==> src/rtl/pipeline_ctrl.sv <==
// ----------------------------------------------------------------------------
// pipeline_ctrl
//
// Byte-command sequencer for the MIPS pipeline. It sits between the host
// byte stream (typically the UART receiver) and the instruction-fetch stage.
// It does three jobs:
//   - loads a program into instruction memory, one word at a time;
//   - resets the pipeline and then lets it run freely or single-steps it;
//   - holds the pipeline frozen at all other times.
//
// Commands accepted in IDLE:
//   'L' N b0 b1 b2 b3 ...  load N words, each sent MSB first, starting at
//                          address 0.
//   'C'                    pulse the pipeline reset, then run until
//                          i_end_detect.
//   'S'                    pulse the pipeline reset, then single-step.
//                          In STEP, 'N' releases the pipeline for one cycle
//                          and 'E' leaves without a done pulse.
//
// Optional feature: the macro PIPE_CTRL_STEP_EN enables the STEP state.
// When the macro is undefined, 'S' is an unknown command and sets o_err.
//
// Ports:
//   clk           single clock, rising edge
//   i_rst         synchronous active-high reset
//   i_rx_data     incoming byte, qualified by i_rx_valid
//   i_rx_valid    one-cycle strobe
//   i_end_detect  pipeline retired its HALT instruction
//   o_instr_we    instruction-memory write strobe
//   o_instr_addr  instruction-memory word address
//   o_instr_data  instruction word to write
//   o_pipe_rst    one-cycle pipeline reset pulse
//   o_halt        freezes the PC and the pipeline registers
//   o_done        one-cycle pulse when the program ends
//   o_err         sticky protocol error; cleared by the next accepted command
//   o_state       current state encoding, for debug
//
// All outputs are registered.
// ----------------------------------------------------------------------------
module pipeline_ctrl #(
    parameter int NB_DATA   = 32,
    parameter int NB_BYTE   = 8,
    parameter int MAX_INSTR = 256,
    parameter int NB_ADDR   = 8
) (
    input  logic               clk,
    input  logic               i_rst,
    input  logic [NB_BYTE-1:0] i_rx_data,
    input  logic               i_rx_valid,
    input  logic               i_end_detect,
    output logic               o_instr_we,
    output logic [NB_ADDR-1:0] o_instr_addr,
    output logic [NB_DATA-1:0] o_instr_data,
    output logic               o_pipe_rst,
    output logic               o_halt,
    output logic               o_done,
    output logic               o_err,
    output logic [2:0]         o_state
);

    localparam int BYTES      = NB_DATA / NB_BYTE;
    localparam int NB_IDX     = (BYTES > 1) ? $clog2(BYTES) : 1;
    localparam int NB_CNT_MIN = $clog2(MAX_INSTR + 1);
    // The word count must hold both any received N byte and MAX_INSTR itself.
    localparam int NB_CNT     = (NB_BYTE > NB_CNT_MIN) ? NB_BYTE : NB_CNT_MIN;

    localparam logic [NB_IDX-1:0]  LAST_IDX = NB_IDX'(BYTES - 1);
    localparam logic [NB_CNT-1:0]  MAX_CNT  = NB_CNT'(MAX_INSTR);
    localparam logic [NB_BYTE-1:0] CMD_LOAD = NB_BYTE'(8'h4C);
    localparam logic [NB_BYTE-1:0] CMD_CONT = NB_BYTE'(8'h43);
`ifdef PIPE_CTRL_STEP_EN
    localparam logic [NB_BYTE-1:0] CMD_STEP = NB_BYTE'(8'h53);
    localparam logic [NB_BYTE-1:0] CMD_NEXT = NB_BYTE'(8'h4E);
    localparam logic [NB_BYTE-1:0] CMD_END  = NB_BYTE'(8'h45);
`endif

    typedef enum logic [2:0] {
        IDLE      = 3'd0,
        LOAD_CNT  = 3'd1,
        LOAD_DATA = 3'd2,
        RST_PIPE  = 3'd3,
        RUN       = 3'd4
`ifdef PIPE_CTRL_STEP_EN
        ,STEP     = 3'd5
`endif
    } state_t;

    state_t               state_reg, state_next;
    logic                 halt_reg, halt_next;
    logic                 we_reg, we_next;
    logic [NB_ADDR-1:0]   addr_reg, addr_next;
    logic [NB_DATA-1:0]   data_reg, data_next;
    logic                 pipe_rst_reg, pipe_rst_next;
    logic                 done_reg, done_next;
    logic                 err_reg, err_next;
    logic [NB_CNT-1:0]    n_reg, n_next;
    logic [NB_CNT-1:0]    word_cnt_reg, word_cnt_next;
    logic [NB_IDX-1:0]    byte_idx_reg, byte_idx_next;
    logic [NB_ADDR-1:0]   wr_ptr_reg, wr_ptr_next;
    logic [NB_DATA-1:0]   asm_reg, asm_next;
`ifdef PIPE_CTRL_STEP_EN
    logic                 mode_step_reg, mode_step_next;
`endif

    logic                 step_pulse;
    logic [NB_CNT-1:0]    n_in;
    logic [NB_CNT-1:0]    word_cnt_inc;
    logic [NB_DATA-1:0]   asm_shift;

    assign n_in         = NB_CNT'(i_rx_data);
    assign word_cnt_inc = word_cnt_reg + NB_CNT'(1);
    assign asm_shift    = {asm_reg[NB_DATA-NB_BYTE-1:0], i_rx_data};

    always_ff @(posedge clk) begin
        if (i_rst) begin
            state_reg     <= IDLE;
            halt_reg      <= 1'b1;
            we_reg        <= 1'b0;
            addr_reg      <= '0;
            data_reg      <= '0;
            pipe_rst_reg  <= 1'b0;
            done_reg      <= 1'b0;
            err_reg       <= 1'b0;
            n_reg         <= '0;
            word_cnt_reg  <= '0;
            byte_idx_reg  <= '0;
            wr_ptr_reg    <= '0;
            asm_reg       <= '0;
`ifdef PIPE_CTRL_STEP_EN
            mode_step_reg <= 1'b0;
`endif
        end else begin
            state_reg     <= state_next;
            halt_reg      <= halt_next;
            we_reg        <= we_next;
            addr_reg      <= addr_next;
            data_reg      <= data_next;
            pipe_rst_reg  <= pipe_rst_next;
            done_reg      <= done_next;
            err_reg       <= err_next;
            n_reg         <= n_next;
            word_cnt_reg  <= word_cnt_next;
            byte_idx_reg  <= byte_idx_next;
            wr_ptr_reg    <= wr_ptr_next;
            asm_reg       <= asm_next;
`ifdef PIPE_CTRL_STEP_EN
            mode_step_reg <= mode_step_next;
`endif
        end
    end

    always_comb begin
        state_next     = state_reg;
        we_next        = 1'b0;
        addr_next      = addr_reg;
        data_next      = data_reg;
        pipe_rst_next  = 1'b0;
        done_next      = 1'b0;
        err_next       = err_reg;
        n_next         = n_reg;
        word_cnt_next  = word_cnt_reg;
        byte_idx_next  = byte_idx_reg;
        wr_ptr_next    = wr_ptr_reg;
        asm_next       = asm_reg;
        step_pulse     = 1'b0;
`ifdef PIPE_CTRL_STEP_EN
        mode_step_next = mode_step_reg;
`endif

        case (state_reg)
            IDLE: begin
                if (i_rx_valid) begin
                    case (i_rx_data)
                        CMD_LOAD: begin
                            state_next = LOAD_CNT;
                            err_next   = 1'b0;
                        end
                        CMD_CONT: begin
                            state_next    = RST_PIPE;
                            pipe_rst_next = 1'b1;
                            err_next      = 1'b0;
`ifdef PIPE_CTRL_STEP_EN
                            mode_step_next = 1'b0;
`endif
                        end
`ifdef PIPE_CTRL_STEP_EN
                        CMD_STEP: begin
                            state_next     = RST_PIPE;
                            pipe_rst_next  = 1'b1;
                            err_next       = 1'b0;
                            mode_step_next = 1'b1;
                        end
`endif
                        default: err_next = 1'b1;
                    endcase
                end
            end
            LOAD_CNT: begin
                if (i_rx_valid) begin
                    if (n_in == '0 || n_in > MAX_CNT) begin
                        err_next   = 1'b1;
                        state_next = IDLE;
                    end else begin
                        n_next        = n_in;
                        word_cnt_next = '0;
                        byte_idx_next = '0;
                        wr_ptr_next   = '0;
                        addr_next     = '0;
                        state_next    = LOAD_DATA;
                    end
                end
            end
            LOAD_DATA: begin
                if (i_rx_valid) begin
                    asm_next = asm_shift;
                    if (byte_idx_reg == LAST_IDX) begin
                        // The output address register shows the address being
                        // written. The internal pointer runs one ahead, so the
                        // output keeps the last written address after the load.
                        we_next       = 1'b1;
                        addr_next     = wr_ptr_reg;
                        data_next     = asm_shift;
                        wr_ptr_next   = wr_ptr_reg + NB_ADDR'(1);
                        byte_idx_next = '0;
                        word_cnt_next = word_cnt_inc;
                        if (word_cnt_inc == n_reg) begin
                            state_next = IDLE;
                        end
                    end else begin
                        byte_idx_next = byte_idx_reg + NB_IDX'(1);
                    end
                end
            end
            RST_PIPE: begin
`ifdef PIPE_CTRL_STEP_EN
                state_next = mode_step_reg ? STEP : RUN;
`else
                state_next = RUN;
`endif
            end
            RUN: begin
                if (i_end_detect) begin
                    state_next = IDLE;
                    done_next  = 1'b1;
                end
            end
`ifdef PIPE_CTRL_STEP_EN
            STEP: begin
                // End of program takes priority over a step request that
                // arrives in the same cycle.
                if (i_end_detect) begin
                    state_next = IDLE;
                    done_next  = 1'b1;
                end else if (i_rx_valid) begin
                    if (i_rx_data == CMD_NEXT) begin
                        step_pulse = 1'b1;
                    end else if (i_rx_data == CMD_END) begin
                        state_next = IDLE;
                    end
                end
            end
`endif
            default: state_next = IDLE;
        endcase

        // The pipeline advances only while running or during a single step.
        halt_next = !((state_next == RUN) || step_pulse);
    end

    assign o_instr_we   = we_reg;
    assign o_instr_addr = addr_reg;
    assign o_instr_data = data_reg;
    assign o_pipe_rst   = pipe_rst_reg;
    assign o_halt       = halt_reg;
    assign o_done       = done_reg;
    assign o_err        = err_reg;
    assign o_state      = state_reg;

endmodule

==> config.mk <==
export PLATFORM = sky130hd
export DESIGN_NAME = pipeline_ctrl
export DESIGN_NICKNAME = d
export VERILOG_FILES = /design/src/rtl/pipeline_ctrl.sv
export SDC_FILE = /design/constraint.sdc
export NUM_CORES = 1
export LEC_CHECK = 0
export BUFFER_PORTS_ARGS = -buffer_cell sky130_fd_sc_hd__buf_2
export CAP_MARGIN = 10
export CORE_ASPECT_RATIO = 2
export CORE_UTILIZATION = 48
export CTS_CLUSTER_SIZE = 14
export DETAILED_ROUTE_END_ITERATION = 6
export PLACE_DENSITY = 0.81
export SLEW_MARGIN = 20
export SYNTH_ARGS = -nofsm -noshare
export SYNTH_HDL_FRONTEND = slang
export SYNTH_SLANG_ARGS = --single-unit
==> constraint.sdc <==
create_clock -name clk -period 2.4 [get_ports clk]
set_input_delay 0.48 -clock clk [delete_from_list [all_inputs] [get_ports clk]]
set_output_delay 0.48 -clock clk [all_outputs]
set_load 0.1 [all_outputs]
Word-level counts from Yosys, hierarchy flattened

Cells that the tools add are included.

Register bits after elaboration: 99
Bits in latches: 0
RAM bits: 0
Memory bits (read-only): 0
Word-level logic and storage cells: 88
Memories: 0

Add/subtract/negate cells: 3
Multiply operators: 0
Div/mod/pow operators: 0
Magnitude comparators: 1
Eq/ne operators: 15
Shift operators: 0
Multiplexer cells: 35
Bitwise gates (word level): 5
Reduce and logical (&&, ||, !) cells: 16

Operators with widths:

| cell                                                          | number |
|---|---|
| 2-to-1 mux 8 bit                                              | 6 |
| 2-to-1 mux 9 bit                                              | 4 |
| one-hot mux 8 bit (2 select lines)                            | 2 |
| 2-to-1 mux 3 bit                                              | 6 |
| one-hot mux 9 bit (2 select lines)                            | 1 |
| == test 8 x 7 -> 1 bit, second input constant                 | 2 |
| one-hot mux 3 bit (5 select lines)                            | 1 |
| inequality test 2 bit, second input constant                  | 6 |
| 2-to-1 mux 2 bit                                              | 5 |
| adder 9 x 1 -> 9 bit, second input constant                   | 1 |
| == test 9 x 8 -> 1 bit                                        | 1 |
| greater-than comparator 8 x 9 -> 1 bit, second input constant | 1 |
| logical NOT 9 bit                                             | 1 |
| adder 8 x 1 -> 8 bit, second input constant                   | 1 |
| AND reduction 4 bit                                           | 2 |
| 2-to-1 mux 1 bit                                              | 7 |
| == test 3 x 2 -> 1 bit, second input constant                 | 2 |
| == test 3 bit, second input constant                          | 2 |
| one-hot mux 3 bit (2 select lines)                            | 1 |
| AND reduction 3 bit                                           | 2 |
| OR reduction 3 bit                                            | 2 |
| inverter 1 bit                                                | 5 |
| AND reduction 5 bit                                           | 1 |
| one-hot mux 2 bit (2 select lines)                            | 1 |
| 10 further kinds                                              | 12 |

Depth between registers and ports, before layout

Depth in word-level cells: 8
Depth in mapped cells: 7

Worst setup path after synthesis

OpenSTA, ideal clock, no wires.

Path type: reg-to-reg
Start: register state_reg[0] (netlist: o_state[0])
End: register addr_reg[5] (netlist: o_instr_addr[5])
Setup time: 0.132 ns
Arrival time: 2.213 ns
Data required time: 2.268 ns
Setup slack: 0.054 ns
Stages on the path, launching flop included: 8
Buffers on the path: 2
Clock period less this slack: 2.346 ns
Cell sequence: dfxtp_1 inv_1 a31o_2 or2_1 buf_6 buf_8 nand3_1 a21oi_1

Cells in the longest elaborated chain, start to end: 3
Elaborated cells on any way between the ends: 9

Ends and longest elaborated chain:

| item                                                                         | RTL line | RTL |
|---|---|---|
| start: declaration                                                           | 88       | `state_t state_reg, state_next;` |
| start signal: assignment                                                     | 133      | `state_reg <= state_next;` |
| == test 3 x 2 -> 1 bit or == test 3 x 1 -> 1 bit (tied branches)             | 170      | `case (state_reg)` |
| inequality test 2 bit (no source line) or nonzero test 2 bit (tied branches) | --       |  |
| AND reduction 5 bit (no source line)                                         | --       |  |
| end signal: assignment                                                       | 136      | `addr_reg <= addr_next;` |
| end: declaration                                                             | 91       | `logic [NB_ADDR-1:0] addr_reg, addr_next;` |

Several ways; a longest one is shown, not always the timed one.
A chain may end at the register's enable or synchronous reset.

Worst setup path after layout

Start: register word_cnt_reg[0]
End: register word_cnt_reg[8]

Cells in the longest elaborated chain, start to end: 4

Ends and longest elaborated chain:

| item                               | RTL line | RTL |
|---|---|---|
| start: declaration                 | 97       | `logic [NB_CNT-1:0] word_cnt_reg, word_cnt_next;` |
| start signal: assignment           | 142      | `word_cnt_reg <= word_cnt_next;` |
| adder 9 x 1 -> 9 bit               | 111      | `assign word_cnt_inc = word_cnt_reg + NB_CNT'(1);` |
| 2-to-1 mux 9 bit                   | 216      | `if (byte_idx_reg == LAST_IDX) begin` |
| 2-to-1 mux 9 bit                   | 214      | `if (i_rx_valid) begin` |
| one-hot mux 9 bit (2 select lines) | 170      |  |

Every way passes these cells. The select of a mux whose other input is x is not followed.

==> out/metrics.cfg <==
[power]
ir_drop_mv=0.415
p_leak_nw=1.75
power_density_nw_per_um2=688

[yosys]
yosys.area_share.xor_xnor_pct=3.47
netlist_instances=500
yosysMostFrequentCell=nand2_1
syn_area_um2=4040
synth_compound_area_share_pct=15.4
synth.avg_cell_area_um2=8.07
synth.top_cells.by_count=152 x nand2_1, 99 x dfxtp_1, 83 x a21oi_1, 23 x nor2_1, 21 x nand3_1
ys.flop_type=dfxtp_1
yosysSeqAreaShare_pct=49.1
synth_top_cell_by_area=dfxtp_1
yosysTopAreaCellShare_pct=49.1
yosys.area_share.simple_pct=25.7
ys_seq_elements=99
ys_top_cells_by_area=dfxtp_1 49%, nand2_1 14%, a21oi_1 10%
syn_nets=515
synth_top_family_by_area=simple AND/OR/NAND/NOR gates
synthArstFlopShare_pct=0
synthAdderAreaFrac_pct=0.930
synth_cell_types=50
yosys_warnings=0
synthMuxAreaShare_pct=0.527
synth_edf_count=0

[drt]
via_per_inst=5.55
dr.first_iter.drc_count=260
first_pass_iters=4
avgRoutedWirePerCell_um=15.0
via_count=3603
drtAntennaViolNets=0
totalWireLength_mm=9.73
drc_errors=0

[timing]
hold_viol_final=0
slew_viol_final=0
tightest_slew_ns=0.699
post-route-min-period_ns=2.04
layout_setup_ws_ns=0.361
maxSlewHeadroom_pct=53.4
rsz0062_at_grt=no
setup_viol=0
tns_ns=0
fin_crit_sh_pct=85.0
max_freq_mhz=490
fin_worst_skew_ns=0.00394

[final_layout]
final_layout_size_suffix_gt1_share_pct=17.4
antennaDiodeCount=0
areaGrowthSynthToFinish_pct=16.2
final_net_count=561
largest_reg_flops=32

[worst_setup_path]
path_buf_inv=0
crit_type=flip-flop to flip-flop
cp.arrival_ns=2.30
path_delay_family=simple AND/OR/NAND/NOR gates
critPathMaxStageDelay_ns=0.45
cp_max_fo=8
critical_path_required_ns=2.66
timing.rr.start=word_cnt_reg[0]
path_cells=ha_1 > and4_1 > and2_1 > nand3_1 > or3_1 > a31oi_1
slowest_stage=dfxtp_1
startpoint_type=flip-flop
cp-startpoint=word_cnt_reg[0]
endpoint_kind=flip-flop

[clocking]
cts_buffers=9
cts.path.max_buffers=2
root_buffer=clkbuf_16
cts_tree=built
cts_resized=0
clkSinkCount=99
cts.reportedPaths.clkPinSlew_ns=0.07
post-cts-setup-buffers=0
ctsHoldBuffers=0
cts-htree-levels=3
clock_latency_ns=0.34

[global_routing]
grt_max_degree=40
grt_pass1_wl_mm=16.0
grt_overflow_total=0
antenna_found_initial=0
grt_pass1_vias=3442
grtUsageTotal_pct=23.9

[die]
dieArea_um2=8800
die_x_um=66.8
die_y_um=132
rows=47
num_io_pins=60
start_util_pct=49.0
core-area_um2=8230

[place]
dp_hpwl_mm=6.84
place.gp.congestion=0.894
io_buffers=59
pre_cts_ws_ns=0.255

[worst_hold_path]
min_from=i_end_detect
min_path_type=primary input to flip-flop

[flow_run]
cap_violations=0

[outcome]
outcome=completed

cells in the final DEF (no fill, tap or decap), types with 3 or more instances in the layout:
master,n
o21ai_0,3
nand4_1,6
a31oi_1,6
and4_1,3
inv_1,4
clkbuf_16,9
nor3_1,5
nor2_1,23
buf_4,12
xnor2_1,8
dfxtp_1,99
nand2_1,152
nand3_1,21
buf_2,59
xor2_1,8
a21oi_1,83
a311oi_1,5
ha_1,3
layer usage:
metal / vias up / global-route usage [%] / part of all wire [%]
met2: 93 / 41.2 / 54
li1: 1781 / - / -
met1: 1702 / 25.2 / 37
met4: 0 / 14.7 / 4.2
met5: - / 0 / 0
met3: 27 / 4.86 / 4.2
metrics by stage:
step	hold WS, ns	utilization, %	cell area, um2	cells	total power [mW]
after floorplan	0.432	-	4040	500	1.73
after global placement	0.437	53.2	4380	633	1.76
after detailed placement	0.443	53.2	4380	633	1.76
after CTS	0.389	57.0	4690	649	3.25
after global routing	0.407	57.0	4690	649	3.32
final	0.398	57.0	4690	649	3.23
tightest hold or removal path, delay by kind of cell:
| family | cells | cell delay, ns |
|---|---|---|
| simple gates | 2 | 0.11 |
| buf+inv | 1 | 0.10 |
layout make-up:
cell class | instances | area, um2
multi-input cells | 360 | 1860
well taps | 98 | 123
inverters | 4 | 15.0
fillers | 744 | 3540
repair buffers | 72 | 405
clock inverters | 5 | 77.6
flip-flops and latches | 99 | 1980
clock buffers | 11 | 233
cell families after synthesis:
kind of cell | count (synthesis)
AND/OR/NAND/NOR | 231
XOR/XNOR | 16
buffers and inverters | 41
AO/OA/AOI/OAI | 108
adder cells (fa/ha/maj) | 3
flip-flops | 99
multiplexers | 2
final timing paths:
path / end / slack (ns) / cells after the start
max: word_cnt_reg[8] / 0.36 / 6
min: o_done / 0.40 / 3
max reg2reg: word_cnt_reg[8] / 0.36 / 6
min reg2reg: o_instr_data[26] / 0.45 / 2
report_power, final:
| part | switching, mW | total, mW | internal, mW | leakage [nW] |
|---|---|---|---|---|
| registers | 0.00132 | 1.65 | 1.64 | 0.797 |
| clock network | 0.593 | 1.50 | 0.910 | 0.150 |
| logic | 0.0622 | 0.0817 | 0.0195 | 0.800 |
Note: power is estimated with default switching activity, not from simulation.
